--- src/rtl/sample_clk_sequencer_if.sv ---
// Control/config/status bundle for the programmable sample-clock sequencer.
// The master drives run control and configuration; the slave returns the divided clock and status.
interface sample_clk_sequencer_if #(
  parameter int CNT_W   = 16,
  parameter int BURST_W = 16
);
  logic               start;
  logic               stop;
  logic [BURST_W-1:0] burst_len;
  logic               cfg_valid;
  logic               cfg_ready;
  logic [CNT_W-1:0]   cfg_half;
  logic               clk_out;
  logic               sample_stb;
  logic               busy;
  logic               done;
  logic [BURST_W-1:0] period_cnt;
  logic [CNT_W-1:0]   active_half;

  modport master (
    output start, stop, burst_len, cfg_valid, cfg_half,
    input  cfg_ready, clk_out, sample_stb, busy, done, period_cnt, active_half
  );

  modport slave (
    input  start, stop, burst_len, cfg_valid, cfg_half,
    output cfg_ready, clk_out, sample_stb, busy, done, period_cnt, active_half
  );
endinterface

--- src/rtl/sample_clk_sequencer.sv ---
// Run-time programmable sample-clock divider with start/stop/burst sequencing.
// clk_out is always a whole 50% waveform; a divisor change only takes effect at a period boundary.
module sample_clk_sequencer #(
  parameter int CNT_W        = 16,
  parameter int BURST_W      = 16,
  parameter int DEFAULT_HALF = 64
) (
  input  logic                 clk,
  input  logic                 rst,
  sample_clk_sequencer_if.slave bus
);

  typedef enum logic [1:0] {
    ST_IDLE     = 2'd0,
    ST_RUN      = 2'd1,
    ST_STOPPING = 2'd2
  } state_t;

  localparam logic [CNT_W-1:0]   HALF_RESET = CNT_W'(DEFAULT_HALF);
  localparam logic [CNT_W-1:0]   CNT_ZERO   = {CNT_W{1'b0}};
  localparam logic [CNT_W-1:0]   CNT_ONE    = {{(CNT_W-1){1'b0}}, 1'b1};
  localparam logic [BURST_W-1:0] BST_ZERO   = {BURST_W{1'b0}};
  localparam logic [BURST_W-1:0] BST_ONE    = {{(BURST_W-1){1'b0}}, 1'b1};

  // A zero half-period would never toggle, so it is promoted to the fastest legal divisor.
  function automatic logic [CNT_W-1:0] clamp_half(input logic [CNT_W-1:0] half);
    if (half == CNT_ZERO) begin
      clamp_half = CNT_ONE;
    end else begin
      clamp_half = half;
    end
  endfunction

  state_t             state_r, state_s;
  logic [CNT_W-1:0]   count_r, count_s;
  logic               clk_out_r, clk_out_s;
  logic               stb_r, stb_s;
  logic               done_r, done_s;
  logic               busy_r, busy_s;
  logic               cfg_ready_r, cfg_ready_s;
  logic [BURST_W-1:0] period_cnt_r, period_cnt_s;
  logic [CNT_W-1:0]   active_half_r, active_half_s;
  logic               pend_r, pend_s;
  logic [CNT_W-1:0]   pend_half_r, pend_half_s;
  logic [BURST_W-1:0] burst_r, burst_s;

  logic               cfg_fire_s;
  logic [CNT_W-1:0]   cfg_half_s;
  logic               half_end_s;
  logic               run_end_s;

  assign cfg_fire_s = bus.cfg_valid & cfg_ready_r;
  assign cfg_half_s = clamp_half(bus.cfg_half);
  assign half_end_s = (count_r == (active_half_r - CNT_ONE));
  // A stop seen on the final low cycle ends the run right there instead of opening a new period.
  assign run_end_s  = ((burst_r != BST_ZERO) && (period_cnt_r == burst_r)) ||
                      (state_r == ST_STOPPING) || bus.stop;

  // Next-state and next-output decode for the sequencer.
  always_comb begin
    state_s       = state_r;
    count_s       = count_r;
    clk_out_s     = clk_out_r;
    stb_s         = 1'b0;
    done_s        = 1'b0;
    period_cnt_s  = period_cnt_r;
    active_half_s = active_half_r;
    pend_s        = pend_r;
    pend_half_s   = pend_half_r;
    burst_s       = burst_r;
    case (state_r)
      ST_IDLE: begin
        count_s   = CNT_ZERO;
        clk_out_s = 1'b0;
        if (cfg_fire_s) begin
          active_half_s = cfg_half_s;
        end else begin
          active_half_s = active_half_r;
        end
        if (bus.start) begin
          state_s      = ST_RUN;
          clk_out_s    = 1'b1;
          stb_s        = 1'b1;
          period_cnt_s = BST_ONE;
          burst_s      = bus.burst_len;
        end else begin
          state_s = ST_IDLE;
        end
      end
      ST_RUN, ST_STOPPING: begin
        if ((state_r == ST_RUN) && bus.stop) begin
          state_s = ST_STOPPING;
        end else begin
          state_s = state_r;
        end
        if (cfg_fire_s) begin
          pend_s      = 1'b1;
          pend_half_s = cfg_half_s;
        end else begin
          pend_s      = pend_r;
          pend_half_s = pend_half_r;
        end
        if (!half_end_s) begin
          count_s = count_r + CNT_ONE;
        end else if (clk_out_r) begin
          count_s   = CNT_ZERO;
          clk_out_s = 1'b0;
        end else if (run_end_s) begin
          count_s   = CNT_ZERO;
          clk_out_s = 1'b0;
          state_s   = ST_IDLE;
          done_s    = 1'b1;
          if (cfg_fire_s) begin
            active_half_s = cfg_half_s;
            pend_s        = 1'b0;
          end else if (pend_r) begin
            active_half_s = pend_half_r;
            pend_s        = 1'b0;
          end else begin
            active_half_s = active_half_r;
          end
        end else begin
          // Period boundary: the only point where a pending divisor may take over.
          count_s      = CNT_ZERO;
          clk_out_s    = 1'b1;
          stb_s        = 1'b1;
          period_cnt_s = period_cnt_r + BST_ONE;
          if (pend_r) begin
            active_half_s = pend_half_r;
            pend_s        = 1'b0;
          end else begin
            active_half_s = active_half_r;
          end
        end
      end
      default: begin
        state_s   = ST_IDLE;
        count_s   = CNT_ZERO;
        clk_out_s = 1'b0;
      end
    endcase
    cfg_ready_s = ~pend_s;
    busy_s      = (state_s != ST_IDLE);
  end

  // State and registered-output update with asynchronous reset.
  always_ff @(posedge clk or posedge rst) begin
    if (rst) begin
      state_r       <= ST_IDLE;
      count_r       <= CNT_ZERO;
      clk_out_r     <= 1'b0;
      stb_r         <= 1'b0;
      done_r        <= 1'b0;
      busy_r        <= 1'b0;
      cfg_ready_r   <= 1'b1;
      period_cnt_r  <= BST_ZERO;
      active_half_r <= HALF_RESET;
      pend_r        <= 1'b0;
      pend_half_r   <= HALF_RESET;
      burst_r       <= BST_ZERO;
    end else begin
      state_r       <= state_s;
      count_r       <= count_s;
      clk_out_r     <= clk_out_s;
      stb_r         <= stb_s;
      done_r        <= done_s;
      busy_r        <= busy_s;
      cfg_ready_r   <= cfg_ready_s;
      period_cnt_r  <= period_cnt_s;
      active_half_r <= active_half_s;
      pend_r        <= pend_s;
      pend_half_r   <= pend_half_s;
      burst_r       <= burst_s;
    end
  end

  assign bus.clk_out     = clk_out_r;
  assign bus.sample_stb  = stb_r;
  assign bus.done        = done_r;
  assign bus.busy        = busy_r;
  assign bus.cfg_ready   = cfg_ready_r;
  assign bus.period_cnt  = period_cnt_r;
  assign bus.active_half = active_half_r;

endmodule

--- src/flat_wrapper.sv ---
// flat-port wrapper written by rule: the top's interface ports become plain ports
module sample_clk_sequencer_flat 
#(
  parameter int CNT_W        = 16,
  parameter int BURST_W      = 16,
  parameter int DEFAULT_HALF = 64
)
  (clk, rst, bus_start, bus_stop, bus_burst_len, bus_cfg_valid, bus_cfg_half, bus_cfg_ready, bus_clk_out, bus_sample_stb, bus_busy, bus_done, bus_period_cnt, bus_active_half);
  sample_clk_sequencer_if #(.CNT_W(CNT_W), .BURST_W(BURST_W)) bus_i ();
  input  logic clk;
  input  logic rst;
  input wire logic [$bits(bus_i.start)-1:0] bus_start;
  input wire logic [$bits(bus_i.stop)-1:0] bus_stop;
  input wire logic [$bits(bus_i.burst_len)-1:0] bus_burst_len;
  input wire logic [$bits(bus_i.cfg_valid)-1:0] bus_cfg_valid;
  input wire logic [$bits(bus_i.cfg_half)-1:0] bus_cfg_half;
  output wire logic [$bits(bus_i.cfg_ready)-1:0] bus_cfg_ready;
  output wire logic [$bits(bus_i.clk_out)-1:0] bus_clk_out;
  output wire logic [$bits(bus_i.sample_stb)-1:0] bus_sample_stb;
  output wire logic [$bits(bus_i.busy)-1:0] bus_busy;
  output wire logic [$bits(bus_i.done)-1:0] bus_done;
  output wire logic [$bits(bus_i.period_cnt)-1:0] bus_period_cnt;
  output wire logic [$bits(bus_i.active_half)-1:0] bus_active_half;
  assign bus_i.start = bus_start;
  assign bus_i.stop = bus_stop;
  assign bus_i.burst_len = bus_burst_len;
  assign bus_i.cfg_valid = bus_cfg_valid;
  assign bus_i.cfg_half = bus_cfg_half;
  assign bus_cfg_ready = bus_i.cfg_ready;
  assign bus_clk_out = bus_i.clk_out;
  assign bus_sample_stb = bus_i.sample_stb;
  assign bus_busy = bus_i.busy;
  assign bus_done = bus_i.done;
  assign bus_period_cnt = bus_i.period_cnt;
  assign bus_active_half = bus_i.active_half;
  sample_clk_sequencer #(.CNT_W(CNT_W), .BURST_W(BURST_W), .DEFAULT_HALF(DEFAULT_HALF)) u_core (.clk(clk), .rst(rst), .bus(bus_i));
endmodule
--- config.mk ---
export PLATFORM = sky130hd
export DESIGN_NAME = sample_clk_sequencer_flat
export DESIGN_NICKNAME = d
export VERILOG_FILES = /design/src/rtl/sample_clk_sequencer_if.sv /design/src/rtl/sample_clk_sequencer.sv /design/src/flat_wrapper.sv
export SDC_FILE = /design/constraint.sdc
export NUM_CORES = 1
export LEC_CHECK = 0
export CORE_ASPECT_RATIO = 2
export CORE_UTILIZATION = 45
export DETAILED_ROUTE_END_ITERATION = 16
export PLACE_DENSITY = 0.68
export SLEW_MARGIN = 15
export SYNTH_ARGS = -nofsm -noshare
export SYNTH_HDL_FRONTEND = slang
export SYNTH_SLANG_ARGS = --single-unit
--- constraint.sdc ---
create_clock -name clk -period 4 [get_ports clk]
set_input_delay 0.6 -clock clk [delete_from_list [all_inputs] [get_ports clk]]
set_output_delay 0.6 -clock clk [all_outputs]
set_load 0.01 [all_outputs]
==> PnR_summary.wiki, run 1 <==
{| class="wikitable"
! Metric !! Value
|-
| Peak fanout along the critical path || 16
|-
| H-tree lvl count || 3
|-
| Most numerous cell in the Yosys netlist || dfrtp_1
|-
| Main flop type after synthesis || dfrtp_1
|-
| Core footprint || ~11000 sq um
|-
| Async set-reset flop share out of synthesis || 100%
|-
| Library cell used as clock root buffer || clkbuf_16
|-
| Number of max-slew violations in the final report || 0
|-
| Number of global-route vias before repair || 4414
|-
| Iteration-0 DRC count of the detailed router || approximately 230
|-
| Latest clock arrival within the worst-skew pair || roughly 0.34 ns
|-
| Nets@finish || 620
|-
| Total number of vias || between 4000 and 5000
|-
| Max_slew headroom || between 40% and 50%
|-
| CP Capture Type || register
|-
| Sequential cell area in the final layout || around 2200 sq um
|-
| Setup TNS Final || 0 ns
|-
| Number of max-cap violations || 0
|-
| Data arrival, critical path || around 3.8 ns
|-
| Largest net degree at the start of global routing || 36
|-
| Synth top area cells || dfrtp_1, mux2_2, xnor2_1
|-
| Sequence of cells on the critical path || inv_1 -> ha_1 -> or3b_2 -> or4_1 -> xor2_1 -> and4_1 -> nand3_4 -> a221oi_4 -> buf_4 -> a2bb2oi_1
|-
| Final core area utilization || between 50 and 60%
|-
| Number of buffers on the longest clock path || 2
|-
| Proportion of netlist area held by the largest area contributor || about two fifths
|-
| Post-route standard cell area excluding fillers || 6330 sq um
|-
| Number of register bits inferred by synthesis || 88
|-
| Total congestion overflow after global routing || 0
|-
| Post-cts gate resize count || 0
|-
| WP buf/inv || 2
|-
| Width of the die || between 70 and 80 um
|-
| Top Ports || 74
|-
| Setup violators final || 0
|-
| Ratio of cells with drive above 1 in the final layout || roughly 14%
|-
| Top cell type by total area after synthesis || dfrtp_1
|-
| TritonCTS clock tree || yes
|-
| Area grow syn2layout || 22.9%
|-
| Required @ worst endpoint || roughly 4.3 ns
|-
| Inserted Diodes || 0
|-
| Netlist area before placement || a little over 5000 sq um
|-
| Routed WL per cell || 19.9 um
|-
| Number of warnings issued by yosys || 0
|-
| Layout Skew || about 0.011 ns
|-
| Port Buffer Count || 73
|-
| Hold-fix buffers at CTS || 0
|-
| Die outline area || 11900 sq um
|-
| Post-route clock period utilization || 87.4%
|-
| Detailed Routing Iterations Pass 1 || 5
|-
| Post-Synthesis Cells || about 500
|-
| Crit-path leading delay family || simple AND/OR/NAND/NOR gates
|-
| Weighted congestion at the end of routability-driven global placement || roughly 0.89
|-
| RSZ-0062 raised after global routing || false
|-
| Sinks on the clock net || between 80 and 90
|-
| Number of placement rows || 54
|-
| Wire length of the first global-routing pass || between 20000 and 25000 um
|-
| Power Dens Cells || about 680 nW/um^2
|-
| Power after layout || about 4.3 mW
|-
| Number of unique standard cell types used by synthesis || 64
|-
| Leakage Power || approximately 2.5 nW
|-
| Slew at the pin closest to its max-slew limit || 0.795 ns
|-
| Sequential-to-total area share from yosys stat || between 40% and 50%
|-
| TritonCTS Buffers || 9
|-
| Run status || completed
|-
| Vias per inst || roughly 6.0
|-
| Post-layout instance count excluding filler cells || 721
|-
| Cell total after placement || 705
|-
| Total of fill cells in the finished design || between 900 and 1000
|-
| Synthesized area per cell || approximately 10 sq um
|-
| Starting density of the core || between 40% and 50%
|-
| Type of the most critical hold path || reg2reg
|-
| Clock edge transition at the registers on the reported setup and hold paths || roughly 0.07 ns
|-
| Number of synthesized flops with an enable pin || 0
|-
| Worst voltage drop across the vdd grid || between 0.5 and 0.6 mV
|-
| Height of the chip || 153 um
|-
| Fin. Hold Viols || 0
|-
| Antenna violations before repair || 0
|-
| Shortest period the worst path allows || 3.49 ns
|-
| Area used by multi-input combinational logic || roughly 2800 sq um
|-
| Post-CTS repair timing setup buffer count || 0
|-
| Routed Antenna Nets || 0
|-
| Leading post-synthesis cells by instance count || dfrtp_1, mux2_2, xnor2_1
|-
| HPWL reported at the end of detailed placement || about 11000 um
|-
| Number of remaining DRC errors || 0
|-
| Longest individual stage delay on the worst path || just under 0.6 ns
|-
| All-Layer GR Usage || roughly a quarter
|-
| Placement Cell Area || around 6000 sq um
|-
| Maximum clock frequency || between 0.2 and 0.3 GHz
|-
| Slowest cell on crit path || or4_1
|-
| Startpoint types || register
|-
| Net count after synthesis || about 550
|-
| Type of the setup path with the least slack || reg2reg
|-
| Total wirelength of the detailed-routed design || between 10000 and 15000 um
|}
-- final timing paths --
check	start	to	slack (ns)	cells after the start
max	u_core.bus.active_half[0]$_DFFE_PP0P_	u_core.bus.active_half[12]$_DFFE_PP0P_	0.51	10
min	u_core.pend_r$_DFF_PP0_	u_core.bus.cfg_ready$_DFF_PP1_	0.50	1
max reg2reg	u_core.bus.active_half[0]$_DFFE_PP0P_	u_core.bus.active_half[12]$_DFFE_PP0P_	0.51	10
min reg2reg	u_core.pend_r$_DFF_PP0_	u_core.bus.cfg_ready$_DFF_PP1_	0.50	1
max in group asynchronous	rst	u_core.bus.active_half[6]$_DFFE_PP1P_	2.52	3
min in group asynchronous	rst	u_core.count_r[12]$_DFF_PP0_	0.64	2
-- through the flow --
step | hold WS, ns | setup WS, ns
4_1_cts | 0.503 | 0.488
2_1_floorplan | 0.432 | 0.779
3_3_place_gp | 0.463 | 0.635
5_1_grt | 0.513 | 0.276
6_report | 0.498 | 0.505
3_5_place_dp | 0.494 | 0.500
-- registers in the layout, summed over array words and instances, names as in the netlist --
name                    cells
u_core.burst_r             16
u_core.bus.active_half     16
u_core.bus.busy             1
u_core.bus.cfg_ready        1
u_core.bus.clk_out          1
u_core.bus.done             1
u_core.bus.period_cnt      16
u_core.bus.sample_stb       1
u_core.count_r             16
u_core.pend_half_r         16
u_core.pend_r               1
u_core.state_r              2
-- final cells by class --
| cell class | instances | area share, % |
|---|---|---|
| multi-input cells | 376 | 43.7 |
| flip-flops and latches | 88 | 34.8 |
| repair buffers | 84 | 12.8 |
| clock buffers | 10 | 3.62 |
| well taps | 140 | 2.77 |
| clock inverters | 6 | 1.19 |
| inverters | 17 | 1.03 |
-- cell usage in the layout (no fill, tap or decap), types with 2 or more instances in the layout --
cell / n
inv_1: 16
nor4_1: 15
a2bb2oi_2: 9
o22ai_1: 19
or4_1: 9
nor3_1: 6
or2_2: 2
clkbuf_16: 9
a211oi_1: 3
buf_4: 11
a22oi_1: 2
dfrtp_1: 85
a31oi_1: 5
nand2b_1: 5
or3b_2: 2
nor2_1: 15
nand2_1: 31
o21ai_0: 7
inv_6: 3
and4_1: 3
mux2_2: 33
a21o_1: 2
xnor2_1: 33
nand4_1: 9
dfstp_2: 3
a2bb2oi_1: 6
and2_1: 18
and3_1: 14
nand3_1: 26
xor2_1: 22
a311oi_1: 2
clkdlybuf4s50_1: 73
or3_1: 13
o211ai_1: 19
a21oi_1: 12
ha_1: 7
-- routing by layer --
layer / vias to the layer above / part of all wire, % / global-route usage [%]
met4: 0 / 4.0 / 12.6
met1: 2112 / 34 / 23.8
met5: - / 0 / 0
li1: 2036 / - / -
met2: 122 / 58 / 50.3
met3: 26 / 3.1 / 4.18
-- cell families after synthesis --
group,synth area share (%)
AND/OR/NAND/NOR,19.0
AO/OA/AOI/OAI,16.3
flip-flops,42.8
XOR/XNOR,9.35
buffers and inverters,3.43
multiplexers,7.41
adder cells (fa/ha/maj),1.70
-- power by group --
part	internal (mW)	switching [mW]	leakage (nW)
Combinational	0.917	0.957	1.30
Sequential	1.19	0.381	1.09
Clock	0.495	0.367	0.146
Total	2.60	1.70	2.54
Note: power is estimated with default switching activity, not from simulation.
==> run 2: changes to the inputs <==
--- a/config.mk
+++ b/config.mk
@@ -6,6 +6,7 @@
 export NUM_CORES = 1
 export LEC_CHECK = 0
 export CORE_ASPECT_RATIO = 2
+export CORE_MARGIN = 2
 export CORE_UTILIZATION = 45
 export DETAILED_ROUTE_END_ITERATION = 16
 export PLACE_DENSITY = 0.68
==> run 2 against run 1 <==
Effect of this change: final cell count unchanged; wire length decreased by 1.3%; power grew 2.4%.
==> PnR_summary.wiki, run 2 (synthesized netlist as in run 1, its figures left out) <==
{| class="wikitable"
! Metric !! Value
|-
| Required @ worst endpoint || 4.25 ns (was 4.26 ns)
|-
| Commonest non-fill, non-tap cells in the layout || dfrtp_1, clkdlybuf4s50_1, mux2_2, xnor2_1, nand2_1 (unchanged)
|-
| Most common cell after layout, fill and taps aside || dfrtp_1 (unchanged)
|-
| Total of fill cells in the finished design || 981 (was 986)
|-
| Crit-path leading delay family || simple AND/OR/NAND/NOR gates (unchanged)
|-
| Longest individual stage delay on the worst path || 0.59 ns (about the same)
|-
| Wire length of the first global-routing pass || 22500 um (was 22900 um)
|-
| Antenna violations before repair || 0 (unchanged)
|-
| Post-cts gate resize count || 0 (unchanged)
|-
| Pint || 2.72 mW (was 2.60 mW)
|-
| Total congestion overflow after global routing || 0 (unchanged)
|-
| Worst voltage drop across the vdd grid || 0.469 mV (was 0.546 mV)
|-
| Ratio of cells with drive above 1 in the final layout || 13.5% (was 13.8%)
|-
| R2r setup slk || 0.53 ns (was 0.51 ns)
|-
| Total number of vias || 4286 (was 4296)
|-
| Number of remaining DRC errors || 0 (unchanged)
|-
| Width of the die || 79.6 um (was 77.6 um)
|-
| Net Sw Power || 1.69 mW (was 1.70 mW)
|-
| Detailed Routing Iterations Pass 1 || 4 (was 5)
|-
| CP Capture Type || register (unchanged)
|-
| Global-route track usage on met1 || 22.2% (was 23.8%)
|-
| Final worst slack || 0.528 ns (was 0.505 ns)
|-
| Leakage Power || 2.56 nW (was 2.54 nW)
|-
| Slew at the pin closest to its max-slew limit || 0.869 ns (was 0.795 ns)
|-
| Port Buffer Count || 73 (unchanged)
|-
| Height of the chip || 155 um (was 153 um)
|-
| Setup TNS Final || 0 ns (unchanged)
|-
| Power Dens Cells || 692 nW/um^2 (was 680 nW/um^2)
|-
| RSZ-0062 raised after global routing || false (unchanged)
|-
| Worst Reg-to-Reg Cells || 9 (was 10)
|-
| Maximum clock frequency || 0.288 GHz (was 0.286 GHz)
|-
| HPWL reported at the end of detailed placement || 11100 um (was 11200 um)
|-
| WP buf/inv || 1 (was 2)
|-
| Weighted congestion at the end of routability-driven global placement || 0.945 (was 0.890)
|-
| Worst-case hold slack || 0.492 ns (was 0.498 ns)
|-
| Global route hottest layer || met2 (unchanged)
|-
| Part of the power in the clock network || 21.9% (was 20.1%)
|-
| Combinational share of power || 42.1% (was 43.6%)
|-
| Latest clock arrival within the worst-skew pair || 0.34 ns (about the same)
|-
| Number of global-route vias before repair || 4483 (was 4414)
|-
| Top Ports || 74 (unchanged)
|-
| Cell total after placement || 705 (unchanged)
|-
| Data arrival, critical path || 3.73 ns (was 3.75 ns)
|-
| Die outline area || 12400 sq um (was 11900 sq um)
|-
| Hold-fix buffers at CTS || 0 (unchanged)
|-
| Type of the setup path with the least slack || reg2reg (unchanged)
|-
| Max_slew headroom || 42.0% (was 46.9%)
|-
| Routed WL per cell || 19.7 um (was 19.9 um)
|-
| Nets@finish || 618 (was 620)
|-
| Layout Skew || 0.00559 ns (was 0.0108 ns)
|-
| Iteration-0 DRC count of the detailed router || 161 (was 229)
|-
| Part of the power in registers || 36.0% (was 36.4%)
|-
| Sinks on the clock net || 88 (unchanged)
|-
| Final core area utilization || 56.8% (was 57.5%)
|-
| Met2 track utilization from global routing || 46.3% (was 50.3%)
|-
| Library cell used as clock root buffer || clkbuf_16 (unchanged)
|-
| Hold wc startpoint || u_core.pend_half_r[0]$_DFFE_PP0P_ (was u_core.pend_r$_DFF_PP0_)
|-
| Number of max-slew violations in the final report || 0 (unchanged)
|-
| Core footprint || 11200 sq um (was 11000 sq um)
|-
| Fin. Hold Viols || 0 (unchanged)
|-
| Number of buffers on the longest clock path || 2 (unchanged)
|-
| TritonCTS Buffers || 9 (unchanged)
|-
| Endpoint of the worst register-to-register path || u_core.bus.period_cnt[11]$_DFFE_PP0P_ (was u_core.bus.active_half[12]$_DFFE_PP0P_)
|-
| Fraction of met3 tracks used by global routing || 4.12% (was 4.18%)
|-
| Number of max-cap violations || 0 (unchanged)
|-
| Peak fanout along the critical path || 10 (was 16)
|-
| H-tree lvl count || 3 (unchanged)
|-
| Vias per inst || 5.94 (was 5.96)
|-
| Slowest cell on crit path || or4_1 (unchanged)
|-
| Inserted Diodes || 0 (unchanged)
|-
| Post-route clock period utilization || 86.8% (was 87.4%)
|-
| Post-layout instance count excluding filler cells || 721 (unchanged)
|-
| Starting density of the core || 45.9% (was 46.8%)
|-
| TritonCTS clock tree || yes (unchanged)
|-
| Min-Delay Path Depth || 2 (was 1)
|-
| Setup violators final || 0 (unchanged)
|-
| Critical R2R Launch || u_core.bus.active_half[0]$_DFFE_PP0P_ (unchanged)
|-
| Area grow syn2layout || 23.7% (was 22.9%)
|-
| Startpoint types || register (unchanged)
|-
| All-Layer GR Usage || 23.9% (was 25.3%)
|-
| Post-CTS repair timing setup buffer count || 0 (unchanged)
|-
| Shortest period the worst path allows || 3.47 ns (was 3.49 ns)
|-
| Sequence of cells on the critical path || inv_1 -> ha_1 -> or3b_2 -> or4_1 -> xor2_1 -> and4_1 -> nand4_2 -> or4_1 -> o211ai_1 (was inv_1 -> ha_1 -> or3b_2 -> or4_1 -> xor2_1 -> and4_1 -> nand3_4 -> a221oi_4 -> buf_4 -> a2bb2oi_1)
|-
| Number of placement rows || 55 (was 54)
|-
| Worst-case hold path end point || u_core.pend_half_r[0]$_DFFE_PP0P_ (was u_core.bus.cfg_ready$_DFF_PP1_)
|-
| Routed Antenna Nets || 0 (unchanged)
|-
| Total wirelength of the detailed-routed design || 14200 um (was 14400 um)
|-
| Switching share of total power || 38.3% (was 39.6%)
|-
| Post-place setup slack || 0.548 ns (was 0.500 ns)
|-
| Type of the most critical hold path || reg2reg (unchanged)
|-
| CP dominant cell by count || or4_1
|-
| Run status || completed (unchanged)
|-
| Clock edge transition at the registers on the reported setup and hold paths || 0.06 ns (was 0.07 ns)
|-
| Largest net degree at the start of global routing || 50 (was 36)
|}
-- run 2: cell count changes in the layout (fill, tap and decap cells not counted), sizes merged --
| cell | previous run | this run |
|---|---|---|
| bufinv | 1 | 3 |
| inv | 20 | 18 |
| buf | 11 | 9 |
-- run 2: worst max-delay path by stage --
stage                                               start                                     end  slack, ns  cells after the start
floorplan           u_core.bus.active_half[0]$_DFFE_PP0P_   u_core.bus.active_half[0]$_DFFE_PP0P_       0.78                     11
global placement    u_core.bus.active_half[0]$_DFFE_PP0P_  u_core.bus.active_half[10]$_DFFE_PP0P_       0.67                     10
detailed placement  u_core.bus.active_half[0]$_DFFE_PP0P_   u_core.bus.period_cnt[11]$_DFFE_PP0P_       0.55                      9
CTS                 u_core.bus.active_half[0]$_DFFE_PP0P_   u_core.bus.period_cnt[11]$_DFFE_PP0P_       0.52                      9
global route        u_core.bus.active_half[0]$_DFFE_PP0P_   u_core.bus.period_cnt[11]$_DFFE_PP0P_       0.27                      9
finish              u_core.bus.active_half[0]$_DFFE_PP0P_   u_core.bus.period_cnt[11]$_DFFE_PP0P_       0.53                      9
-- run 2: area by class of cell --
| type | count | area, sq um | share of cell area [%] |
|---|---|---|---|
| Multi-Input combinational cell | 376 | 2770 | 43.4 |
| Sequential cell | 88 | 2210 | 34.6 |
| Timing Repair Buffer | 82 | 811 | 12.7 |
| Clock buffer | 10 | 229 | 3.59 |
| Tap cell | 142 | 178 | 2.79 |
| Clock inverter | 6 | 115 | 1.81 |
| Inverter | 17 | 65.1 | 1.02 |
-- run 2: metal layers --
layer	vias up	wire, um	part of all wire, %
met5	-	0	0
met4	0	801	5.6
met3	45	591	4.2
met2	136	8020	57
met1	2079	4770	34
li1	2026	-	-
-- run 2: through the flow --
step	instance area, sq um	total power [mW]
final	6370	4.41
after global routing	6370	4.67
after CTS	6370	4.44
after detailed placement	6030	3.46
after global placement	6030	3.41
after floorplan	5150	2.78
-- run 2: power by group through the flow --
stage	registers (mW)	logic, mW	clock network [mW]
global route	1.62	2.03	1.03
finish	1.59	1.85	0.965
CTS	1.58	1.87	0.982
detailed placement	1.60	1.86	0
floorplan	1.45	1.32	0
global placement	1.59	1.82	0
-- run 2: worst reg2reg max path: stages, from the launching register on --
cell	delay [ns]
dfrtp_1	0.44
inv_1	0.10
ha_1	0.27
or3b_2	0.52
or4_1	0.59
xor2_1	0.17
and4_1	0.36
nand4_2	0.28
or4_1	0.55
o211ai_1	0.10
